--- config.mk ---
export PLATFORM = sky130hd
export DESIGN_NAME = phy_tx_serializer
export DESIGN_NICKNAME = d
export VERILOG_FILES = /design/src/rtl/phy_pkg.sv /design/src/rtl/phy_tx_lane.sv /design/src/rtl/phy_tx_serializer.sv
export SDC_FILE = /design/constraint.sdc
export NUM_CORES = 1
export LEC_CHECK = 0
export ABC_AREA = 1
export CAP_MARGIN = 20
export CORE_AREA = 5 5 79 52
export CTS_BUF_LIST = sky130_fd_sc_hd__clkbuf_2
export DETAILED_ROUTE_END_ITERATION = 16
export DIE_AREA = 0 0 84 57
export PLACE_DENSITY = 0.77
export SLEW_MARGIN = 20
export SYNTH_ARGS = -nofsm -noshare
export SYNTH_HDL_FRONTEND = slang
export SYNTH_HIERARCHICAL = 1
export SYNTH_SLANG_ARGS = --single-unit
--- constraint.sdc ---
create_clock -name clk_8f -period 2.4 [get_ports clk_8f]
set_input_delay 0.48 -clock clk_8f [delete_from_list [all_inputs] [get_ports clk_8f]]
set_output_delay 0.48 -clock clk_8f [all_outputs]
set_load 0.01 [all_outputs]
--- src/rtl/phy_pkg.sv ---
// Shared definitions for the PHY transmit path: word width, COMMA word, FSM encoding.
package phy_pkg;

    localparam int WORD_W = 8;
    localparam logic [WORD_W-1:0] COMMA_WORD = 8'hBC;

    typedef enum logic {
        ST_SYNC   = 1'b0,
        ST_ACTIVE = 1'b1
    } tx_state_e;

endpackage

--- src/rtl/phy_tx_lane.sv ---
// One serializer lane: single-entry hold register feeding an MSB-first shift register.
module phy_tx_lane
    import phy_pkg::*;
#(
    parameter logic [WORD_W-1:0] COMMA = COMMA_WORD
) (
    input  logic              clk_8f,
    input  logic              reset,
    input  logic              load,
    input  logic              active,
    input  logic [WORD_W-1:0] data_in,
    input  logic              valid_in,
    output logic              ready,
    output logic              data_out
);

    logic [WORD_W-1:0] hold_q;
    logic              hold_v_q;
    logic [WORD_W-1:0] shift_q;
    logic [WORD_W-1:0] next_word;
    logic              accept;

    // Handshake: a byte transfers on the posedge where valid_in & ready are both high;
    // ready depends only on registered state, and valid_in while ready is low is ignored.
    assign ready     = active & ~hold_v_q;
    assign accept    = valid_in & ready;
    assign next_word = (active && hold_v_q) ? hold_q : COMMA;
    assign data_out  = shift_q[WORD_W-1];

    always_ff @(posedge clk_8f or posedge reset) begin
        if (reset) begin
            hold_q   <= '0;
            hold_v_q <= 1'b0;
            shift_q  <= '0;
        end else begin
            if (load) begin
                shift_q <= next_word;
            end else begin
                shift_q <= {shift_q[WORD_W-2:0], 1'b0};
            end
            // Accept only happens with hold empty, so it never races a pending byte.
            if (accept) begin
                hold_q   <= data_in;
                hold_v_q <= 1'b1;
            end else if (load) begin
                hold_v_q <= 1'b0;
            end
        end
    end

endmodule

--- src/rtl/phy_tx_serializer.sv ---
// Two-lane PHY transmit serializer: COMMA sync burst after reset, then data or COMMA idle fill.
// Optional idle-word status counter enabled by defining PHY_TX_STATUS_EN.
module phy_tx_serializer
    import phy_pkg::*;
#(
    parameter int                SYNC_WORDS = 4,
    parameter logic [WORD_W-1:0] COMMA      = COMMA_WORD
) (
    input  logic              clk_8f,
    input  logic              reset,
    input  logic [WORD_W-1:0] data_in_c_0,
    input  logic              valid_in_c_0,
    output logic              ready_out_c_0,
    input  logic [WORD_W-1:0] data_in_c_1,
    input  logic              valid_in_c_1,
    output logic              ready_out_c_1,
    output logic              data_out_c_0,
    output logic              data_out_c_1,
    output logic              active_out
`ifdef PHY_TX_STATUS_EN
    ,
    output logic [7:0]        idle_cnt_out
`endif
);

    localparam int SYNC_W = (SYNC_WORDS > 1) ? $clog2(SYNC_WORDS) : 1;
    localparam logic [SYNC_W-1:0] SYNC_LAST = SYNC_W'(SYNC_WORDS - 1);

    logic [2:0]        bit_cnt_q;
    logic [SYNC_W-1:0] sync_cnt_q;
    tx_state_e         state_q;
    tx_state_e         state_d;
    logic              load;
    logic              active;

    assign load = (bit_cnt_q == 3'd7);

    always_ff @(posedge clk_8f or posedge reset) begin
        if (reset) begin
            bit_cnt_q <= 3'd0;
        end else begin
            bit_cnt_q <= bit_cnt_q + 3'd1;
        end
    end

    always_ff @(posedge clk_8f or posedge reset) begin
        if (reset) begin
            sync_cnt_q <= '0;
        end else if (state_q == ST_SYNC && load) begin
            sync_cnt_q <= sync_cnt_q + 1'b1;
        end
    end

    always_ff @(posedge clk_8f or posedge reset) begin
        if (reset) begin
            state_q <= ST_SYNC;
        end else begin
            state_q <= state_d;
        end
    end

    // ACTIVE is terminal; only reset returns the link to SYNC.
    always_comb begin
        state_d = state_q;
        case (state_q)
            ST_SYNC:   if (load && sync_cnt_q == SYNC_LAST) state_d = ST_ACTIVE;
            ST_ACTIVE: state_d = ST_ACTIVE;
            default:   state_d = ST_SYNC;
        endcase
    end

    always_comb begin
        active = (state_q == ST_ACTIVE);
    end

    assign active_out = active;

    phy_tx_lane #(.COMMA(COMMA)) u_lane_0 (
        .clk_8f   (clk_8f),
        .reset    (reset),
        .load     (load),
        .active   (active),
        .data_in  (data_in_c_0),
        .valid_in (valid_in_c_0),
        .ready    (ready_out_c_0),
        .data_out (data_out_c_0)
    );

    phy_tx_lane #(.COMMA(COMMA)) u_lane_1 (
        .clk_8f   (clk_8f),
        .reset    (reset),
        .load     (load),
        .active   (active),
        .data_in  (data_in_c_1),
        .valid_in (valid_in_c_1),
        .ready    (ready_out_c_1),
        .data_out (data_out_c_1)
    );

`ifdef PHY_TX_STATUS_EN
    logic [7:0] idle_cnt_q;

    // Lane 0 ready at a load edge means ACTIVE with hold empty: an idle COMMA goes out.
    always_ff @(posedge clk_8f or posedge reset) begin
        if (reset) begin
            idle_cnt_q <= 8'd0;
        end else if (load && ready_out_c_0 && idle_cnt_q != 8'hFF) begin
            idle_cnt_q <= idle_cnt_q + 8'd1;
        end
    end

    assign idle_cnt_out = idle_cnt_q;
`endif

endmodule

==> impl_metrics.env, run 1 <==
export IMPL_fin_tns_setup_ns=0
export IMPL_die_x_um=84
export IMPL_syn_inst=190
export IMPL_wirelength_um=3236
export IMPL_io_pins=25
export IMPL_clock_path_buffers=2
export IMPL_register_area_um2=1001
export IMPL_cap_violations=0
export IMPL_dr_total_vias=1273
export IMPL_cts_tree="yes"
export IMPL_final_cells=266
export IMPL_finalCriticalPeriod_ns=2.183
export IMPL_rsz0062_at_grt="no"
export IMPL_area_delta_synth_final_pct=17.59
export IMPL_htree_levels=2
export IMPL_endpoint_kind="output pin"
export IMPL_slew_headroom=0.5676
export IMPL_yosysSeqAreaShare=0.5768
export IMPL_die_area_um2=4788
export IMPL_yosys_area_top_type="dfrtp_1"
export IMPL_clock_sinks=40
export IMPL_die_h_um=57
export IMPL_fin_crit_sh=0.9095
export IMPL_status="complete, no violations"
export IMPL_insertion_delay_ns=0.40
export IMPL_crit_type="register to output pin"
export IMPL_yosysWarnings=6
export IMPL_fp_row_count=17
export IMPL_setup_violations=0
export IMPL_grt_max_degree=31
export IMPL_n_fill_cell=315
export IMPL_syn_avg_cell_area_um2=9.134
export IMPL_place_congestion=0.7604
export IMPL_netlist_area_um2=1735
export IMPL_dpl_cell_area_um2=2002
export IMPL_max_freq_mhz=458.2
export IMPL_cts_hold_buf=0
export IMPL_hpwl_um=2378
export IMPL_irDropWorstVdd_v=0.0003609
export IMPL_drc=0
export IMPL_drtPass1Iterations=4
export IMPL_synth_seq_cells=40
export IMPL_multi_input_area_um2=596.8
export IMPL_avgViaCountPerCell=4.786
export IMPL_post_cts_resized=0
export IMPL_critPathMaxFanout=9
export IMPL_cp_arrival_ns=1.70
export IMPL_worst_pin_slew_ns=0.6479
export IMPL_n_antenna_cell=0
export IMPL_synth_cell_types=16
export IMPL_power_density_nw_per_um2=666.1
export IMPL_maxSlewViolCount=0
export IMPL_core_um2=3403
export IMPL_synth_nets=213
export IMPL_cts_root_buffer="clkbuf_2"
export IMPL_drive_gt1_frac=0.09132
export IMPL_numCtsBuffers=5
export IMPL_grt_pass1_wl_um=5630
export IMPL_hp_class="input port to asynchronous set/reset pin"
export IMPL_grt_pass1_vias=1203
export IMPL_post_cts_buffers=0
export IMPL_finClkSkew_ns=0.01788
export IMPL_ys_top_cells_by_area="dfrtp_1, nand2_1, nand4_1, nor2_1, inv_1"
export IMPL_ant_nets=0
export IMPL_hold_viol=0
export IMPL_wire_per_inst_um=12.17
export IMPL_clkTransAtPathRegs_ns=0.19
export IMPL_start_util=0.5099
export IMPL_grt_usage=0.1519
export IMPL_p_leak_nw=1.038
export IMPL_cp_start_kind="register"
export IMPL_synth_top_area_share=0.5768
export IMPL_grt_overflow=0
export IMPL_fin_nets=241
export IMPL_io_buffers=24
export IMPL_stdcell_area_um2=2041
export IMPL_crit_required_ns=1.92
export IMPL_placedCellCount=258
export IMPL_drt_iter0_markers=87
export IMPL_antenna_found_initial=0
-- synthesized netlist by cell type --
library cell  instances
ha_1                  3
nand4_1              16
buf_6                 4
nand2_2               2
o21ai_1               4
nand3_2               2
nand3_4               2
dfrtp_1              40
nor3b_2               2
inv_2                 2
nor2_1               26
nand3_1               2
buf_2                 2
nand2_1              61
o21ai_0               2
inv_1                20
-- path summary, 6_finish.rpt --
| path | start | slack (ns) | cells after the start | endpoint |
|---|---|---|---|---|
| worst min register to register | bit_cnt_q[0]$_DFF_PP0_ | 0.45 | 1 | bit_cnt_q[0]$_DFF_PP0_ |
| worst min-delay path | reset | 0.32 | 2 | bit_cnt_q[0]$_DFF_PP0_ |
| max in group asynchronous | reset | 1.48 | 2 | u_lane_1/shift_q[4]$_DFF_PP0_ |
| worst max-delay path | active_out$_DFF_PP0_ | 0.22 | 3 | ready_out_c_0 |
| worst max register to register | bit_cnt_q[0]$_DFF_PP0_ | 0.97 | 6 | u_lane_1/shift_q[1]$_DFF_PP0_ |
| min in group clk_8f | bit_cnt_q[0]$_DFF_PP0_ | 0.45 | 1 | bit_cnt_q[0]$_DFF_PP0_ |
-- layer usage --
metal,global-route usage,part of all wire,vias to the layer above
li1,-,-,652
met1,0.2258,0.53,588
met2,0.2095,0.40,29
met3,0.05483,0.054,4
met4,0.04128,0.013,0
met5,0,0,-
-- critical path: stages (launching register included) --
cell             delay, ns
dfrtp_1               0.59
inv_1                 0.07
nor2_1                0.10
clkdlybuf4s50_1       0.54
-- area by class of cell --
type	count	area share
flip-flops and latches	40	0.4905
well taps	47	0.02882
clock buffers	7	0.01717
multi-input cells	122	0.2925
clock inverters	1	0.001839
inverters	22	0.04047
repair buffers	27	0.1288
-- metrics by stage --
stage | power [W] | util | setup WS (ns) | hold WS (ns)
after detailed placement | 0.001087 | 0.5882 | 0.7005 | 0.4300
after floorplan | 0.0009894 | - | 0.9467 | 0.2710
after global placement | 0.001076 | 0.5882 | 0.7063 | 0.4149
after global routing | 0.001452 | 0.5996 | 0.08503 | 0.3064
final | 0.001359 | 0.5996 | 0.2173 | 0.3218
after CTS | 0.001371 | 0.5996 | 0.2001 | 0.3178
-- power breakdown --
group	leakage (nW)	internal [W]	switching [W]	total (W)
Clock	0.0306	0.0000779	0.000210	0.000288
Combinational	0.515	0.000110	0.000123	0.000233
Sequential	0.493	0.000787	0.0000512	0.000838
-- kinds of logic (layout without fill, tap and decap cells) --
kind of cell               count (synthesis)  in the layout  share of synthesized area
AOI/OAI and AO/OA                          6              6                    0.01730
and+or+nand+nor                          113            113                     0.3050
DFF                                       40             40                     0.5768
buffers and inverters                     28             57                    0.07931
adders and majority gates                  3              3                    0.02163
-- state kept, by name (all words and copies together), names as in the netlist --
name               cells
u_lane_0/shift_q       8
active_out             1
u_lane_1/hold_q        8
sync_cnt_q             2
bit_cnt_q              3
u_lane_0/hold_q        8
u_lane_0/hold_v_q      1
u_lane_1/hold_v_q      1
u_lane_1/shift_q       8
-- layout by cell type, fill, tap and decap left out, drive strengths merged, types with 6 or more instances in the layout --
| master | netlist | layout |
|---|---|---|
| dfrtp | 40 | 40 |
| clkbuf | 0 | 7 |
| nand3 | 6 | 6 |
| nand2 | 63 | 63 |
| inv | 22 | 22 |
| nor2 | 26 | 26 |
| o21ai | 6 | 6 |
| nand4 | 16 | 16 |
| clkdlybuf4s50 | 0 | 24 |
(Power assumes the default switching activity.)
==> run 2: changes to the inputs <==
--- a/config.mk
+++ b/config.mk
@@ -11,7 +11,7 @@
 export CTS_BUF_LIST = sky130_fd_sc_hd__clkbuf_2
 export DETAILED_ROUTE_END_ITERATION = 16
 export DIE_AREA = 0 0 84 57
-export PLACE_DENSITY = 0.77
+export PLACE_DENSITY = 0.81
 export SLEW_MARGIN = 20
 export SYNTH_ARGS = -nofsm -noshare
 export SYNTH_HDL_FRONTEND = slang
==> run 2 against run 1 <==
Against the previous run:
- clock-buffer cell count fell by 2
- clock power up 36%
- via count rose by 3.5%
- global-route usage increased by 0.92 points
- critical path type unchanged
- worst setup slack better by 0.0095 ns
- cell count stayed put
- sequential share of layout area shrank 0.53 points
- critical path depth is the same
- first-iteration DRC count is 43% higher
- highest routed layer unchanged
==> impl_metrics.env, run 2 (synthesized netlist as in run 1, its figures left out) <==
export IMPL_final_common_cell="nand2_1"
export IMPL_wire_per_inst_um=13.02
export IMPL_worst_path_max_delay_cell="dfrtp_2"
export IMPL_n_antenna_cell=0
export IMPL_cp_arrival_ns=1.69
export IMPL_setup_violations=0
export IMPL_endpoint_kind="output pin"
export IMPL_io_buffers=24
export IMPL_die_h_um=57
export IMPL_irDropWorstVdd_v=0.0003606
export IMPL_io_pins=25
export IMPL_cts_hold_buf=0
export IMPL_fin_nets=241
export IMPL_critical_path_cell_chain="inv_1 -> nor2_1 -> clkdlybuf4s50_1"
export IMPL_maxSlewViolCount=0
export IMPL_grt_pass1_wl_um=5878
export IMPL_n_fill_cell=295
export IMPL_fin_tns_setup_ns=0
export IMPL_grt_pass1_vias=1275
export IMPL_critPathMaxFanout=15
export IMPL_register_area_um2=1002
export IMPL_die_x_um=84
export IMPL_htree_levels=2
export IMPL_clock_sinks=40
export IMPL_p_leak_nw=1.047
export IMPL_totalPowerFinal_w=0.001470
export IMPL_max_freq_mhz=460.1
export IMPL_fin_crit_sh=0.9055
export IMPL_drtPass1Iterations=4
export IMPL_hpwl_um=2465
export IMPL_fp_row_count=17
export IMPL_cts_root_buffer="clkbuf_2"
export IMPL_wirelength_um=3462
export IMPL_drive_gt1_frac=0.09132
export IMPL_finClkSkew_ns=0.01257
export IMPL_cp_start_kind="register"
export IMPL_hp_class="input port to asynchronous set/reset pin"
export IMPL_holdWs_ns=0.3393
export IMPL_area_delta_synth_final_pct=19.03
export IMPL_core_um2=3403
export IMPL_multi_input_area_um2=596.8
export IMPL_numCtsBuffers=5
export IMPL_critical_path_startpoint="active_out$_DFF_PP0_"
export IMPL_die_area_um2=4788
export IMPL_hold_viol=0
export IMPL_slowest_delay_ns=0.60
export IMPL_start_util=0.5099
export IMPL_status="complete, no violations"
export IMPL_place_congestion=0.8067
export IMPL_slew_headroom=0.5634
export IMPL_avgViaCountPerCell=4.955
export IMPL_crit_type="register to output pin"
export IMPL_antenna_found_initial=0
export IMPL_drc=0
export IMPL_stdcell_area_um2=2066
export IMPL_rsz0062_at_grt="no"
export IMPL_grt_overflow=0
export IMPL_insertion_delay_ns=0.41
export IMPL_dr_total_vias=1318
export IMPL_finalCriticalPeriod_ns=2.173
export IMPL_final_cell_mix="nand2_1, dfrtp_1, nor2_1"
export IMPL_crit_required_ns=1.92
export IMPL_r2r_start="bit_cnt_q[0]$_DFF_PP0_"
export IMPL_cap_violations=0
export IMPL_drt_iter0_markers=124
export IMPL_worst_pin_slew_ns=0.6542
export IMPL_dpl_cell_area_um2=2002
export IMPL_grt_max_degree=18
export IMPL_ant_nets=0
export IMPL_clkTransAtPathRegs_ns=0.19
export IMPL_clock_path_buffers=2
export IMPL_cts_tree="yes"
export IMPL_power_density_nw_per_um2=711.8
export IMPL_grt_usage=0.1611
## run 2: where the power goes
part	leakage, nW	switching [W]	internal [W]	total (W)
sequential	0.493	0.0000532	0.000787	0.000841
combinational	0.516	0.000128	0.000110	0.000239
clock	0.0380	0.000221	0.000170	0.000391
total	1.05	0.000403	0.00107	0.00147
## run 2: per-layer routing
| layer | global-route usage | part of all wire | vias up |
|---|---|---|---|
| met5 | 0 | 0 | - |
| met1 | 0.2185 | 0.47 | 611 |
| met4 | 0.07569 | 0.023 | 0 |
| li1 | - | - | 654 |
| met3 | 0.05628 | 0.073 | 8 |
| met2 | 0.2333 | 0.44 | 45 |
## run 2: metrics by stage
step                      std cells  utilization  worst slack (ns)
after CTS                       266       0.6066           0.02493
after global placement          258       0.5882            0.5248
after floorplan                 190            -            0.9467
after global routing            266       0.6070           0.09577
final                           266       0.6070            0.2268
after detailed placement        258       0.5882            0.5163
## run 2: layout make-up
cell class                      instances  area share
Sequential cell                        40      0.4852
Multi-Input combinational cell        122      0.2889
Timing Repair Buffer                   27      0.1272
Inverter                               22     0.03998
Tap cell                               47     0.02847
Clock inverter                          3     0.01817
Clock buffer                            5     0.01211
## run 2: final timing paths
check / to / slack, ns / depth (start not counted)
setup / recovery: ready_out_c_1 / 0.23 / 3
hold / removal: bit_cnt_q[0]$_DFF_PP0_ / 0.34 / 2
setup reg to reg: u_lane_1/shift_q[1]$_DFF_PP0_ / 1.04 / 6
hold reg to reg: bit_cnt_q[0]$_DFF_PP0_ / 0.44 / 1
max in group asynchronous: u_lane_1/hold_v_q$_DFFE_PP0P_ / 1.47 / 2
min in group clk_8f: bit_cnt_q[0]$_DFF_PP0_ / 0.44 / 1
## run 2: critical path, delay by kind of cell (launching register included)
family                 cells  cell delay (ns)
and+or+nand+nor            1             0.09
DFF                        1             0.60
buffers and inverters      2             0.61
## run 2: what timing repair did
item | CTS | global route
setup buffers | 0 | 0
resized for setup | 0 | 1
setup endpoints to repair | 0 | 2
==> variant, RTL diff (config.mk and constraints of run 1) <==
`SYNC_WORDS`: 4 -> 2.
--- a/src/rtl/phy_tx_serializer.sv
+++ b/src/rtl/phy_tx_serializer.sv
@@ -3,7 +3,7 @@
 module phy_tx_serializer
     import phy_pkg::*;
 #(
-    parameter int                SYNC_WORDS = 4,
+    parameter int                SYNC_WORDS = 2,
     parameter logic [WORD_W-1:0] COMMA      = COMMA_WORD
 ) (
     input  logic              clk_8f,
Check against the original RTL: same outputs for any inputs over 10 cycles, from zero or initial values and one cycle with reset high; that may be too few to reach the edited logic, so the function may still have changed.
==> variant against run 1 <==
- worst hold slack about the same
- worst setup slack gained 0.023 ns
- synthesized area down 2.9%
- utilization shrank 0.92 points
- design area down 1.5%
- sequential cell count decreased by 1
- combinational power is 13% higher
- clock skew is 0.0031 ns lower
- wire length is 10% lower
- sequential share of layout area decreased by 0.42 points
- clock power is 33% higher
- total power rose by 10%
- sequential power rose by 2%
- highest routed layer unchanged
==> variant: results <==
metrics = {
    "critical_path": {
        "critical_path.max_fanout": 15,
        "crit_slowest_cell": "dfrtp_2",
        "rr_worst_depth": 6,
        "cp_slowest_stage_delay_ns": 0.59,
        "crit_family": "buffers and inverters",
        "crit_arrival_ns": 1.68,
    },
    "finish": {
        "diodes": 0,
        "nNetsFinal": 234,
        "nFillCells": 318,
        "drive_above_1_share": 0.0986,
    },
    "power": {
        "p_sw_frac": 0.273,
        "leakage_nw": 1.01,
        "peakVddDrop_uv": 663,
    },
    "status": {
        "outcome": "completed",
    },
    "routing": {
        "routedWlPerCell_um": 11.2,
        "postRouteWirelength_mm": 2.91,
        "drt-initial-drc-count": 54,
        "dr_total_vias": 1231,
        "dr.pass1.iters": 4,
    },
    "place": {
        "place.gp.congestion": 0.786,
        "dpl.hpwl_mm": 2.12,
        "preCtsSetupSlack_ns": 0.499,
        "dpl.cell_count": 252,
        "place_area_mm2": 0.00194,
    },
    "yosys": {
        "ys_seq_area_frac": 0.579,
        "synth_xor_area_frac": 0,
        "post_synth_fa_ha_maj_area_fraction": 0.0148,
        "syn_nets": 207,
        "synth_area_per_cell_um2": 9.11,
        "synthFlopType": "dfrtp_1",
        "yosys_warnings": 6,
        "async_flop_share": 1.00,
        "synthMuxAreaShare": 0,
        "synth_compound_area_frac": 0.0178,
        "yosysMostFrequentCell": "nand2_1",
        "synthTopCellsByArea": "dfrtp_1 (58%), nand2_1 (13%), nand4_1 (5.9%)",
        "synthTopCellsByCount": "nand2_1 (59), dfrtp_1 (39), nor2_1 (26), inv_1 (19), nand4_1 (16)",
        "synth_cell_types": 16,
    },
    "cts": {
        "numCtsBuffers": 5,
        "clock_latency_ns": 0.38,
        "cts-root-buf": "clkbuf_2",
        "cts.clk_slew.worst_paths_ns": 0.19,
        "cts_setup_buffers": 0,
        "cts.path.max_buffers": 2,
    },
    "timing": {
        "relSlewSlack": 0.560,
        "finClkSkew_ns": 0.0148,
    },
    "grt": {
        "grt_pass1_wl_mm": 4.96,
        "grt_max_degree": 18,
        "antenna_found_initial": 0,
        "first_global_vias": 1067,
        "grt_use_total": 0.132,
    },
    "hold_path": {
        "min_path_type": "in2async",
    },
}
[variant: metal layers]
layer / global-route usage / wire length [µm] / vias up
met4: 0.0550 / 36 / 0
met5: 0 / 0 / -
met2: 0.168 / 1150 / 17
li1: - / - / 641
met1: 0.208 / 1610 / 568
met3: 0.0390 / 107 / 5
[variant: layout make-up]
cell class	instances	area [µm²]	share of cell area
Sequential cell	39	977	0.486
Tap cell	47	58.8	0.0293
Inverter	22	82.6	0.0411
Clock buffer	5	25.0	0.0125
Clock inverter	3	38.8	0.0193
Timing Repair Buffer	26	255	0.127
Multi-Input combinational cell	118	572	0.285
[variant: path summary, 6_finish.rpt]
kind	to	slack, ns	start
setup / recovery	ready_out_c_0	0.24	active_out
hold / removal	bit_cnt_q[1]	0.32	reset
setup reg to reg	u_lane_1/shift_q[1]	0.77	bit_cnt_q[0]
hold reg to reg	bit_cnt_q[0]	0.45	bit_cnt_q[0]
max in group asynchronous	u_lane_0/shift_q[1]	1.46	reset
min in group clk_8f	bit_cnt_q[0]	0.45	bit_cnt_q[0]
[variant: what timing repair did]
| item | CTS | global route |
|---|---|---|
| hold buffers | 0 | 0 |
| setup endpoints to repair | 0 | 2 |
| resized for setup | 0 | 1 |
[variant: power groups by stage]
stage / combinational [mW] / clock, mW / sequential [mW]
CTS: 0.267 / 0.392 / 0.852
finish: 0.263 / 0.383 / 0.852
global route: 0.304 / 0.412 / 0.869
global placement: 0.262 / 0 / 0.862
detailed placement: 0.266 / 0 / 0.865
floorplan: 0.169 / 0 / 0.856
[variant: logic make-up (layout without fill, tap and decap cells)]
family | count (synthesis) | in the layout
simple gates | 110 | 110
flops | 39 | 39
buf+inv | 28 | 56
compound gates | 6 | 6
fa+ha+maj | 2 | 2
[variant: worst register-to-register path, delay by kind of cell (launching register included)]
kind                     cells  cell delay, ns
flip-flops                   1            0.39
adder cells (fa/ha/maj)      2            0.58
buffers and inverters        2            0.40
AND/OR/NAND/NOR              1            0.11
AO/OA/AOI/OAI                1            0.07
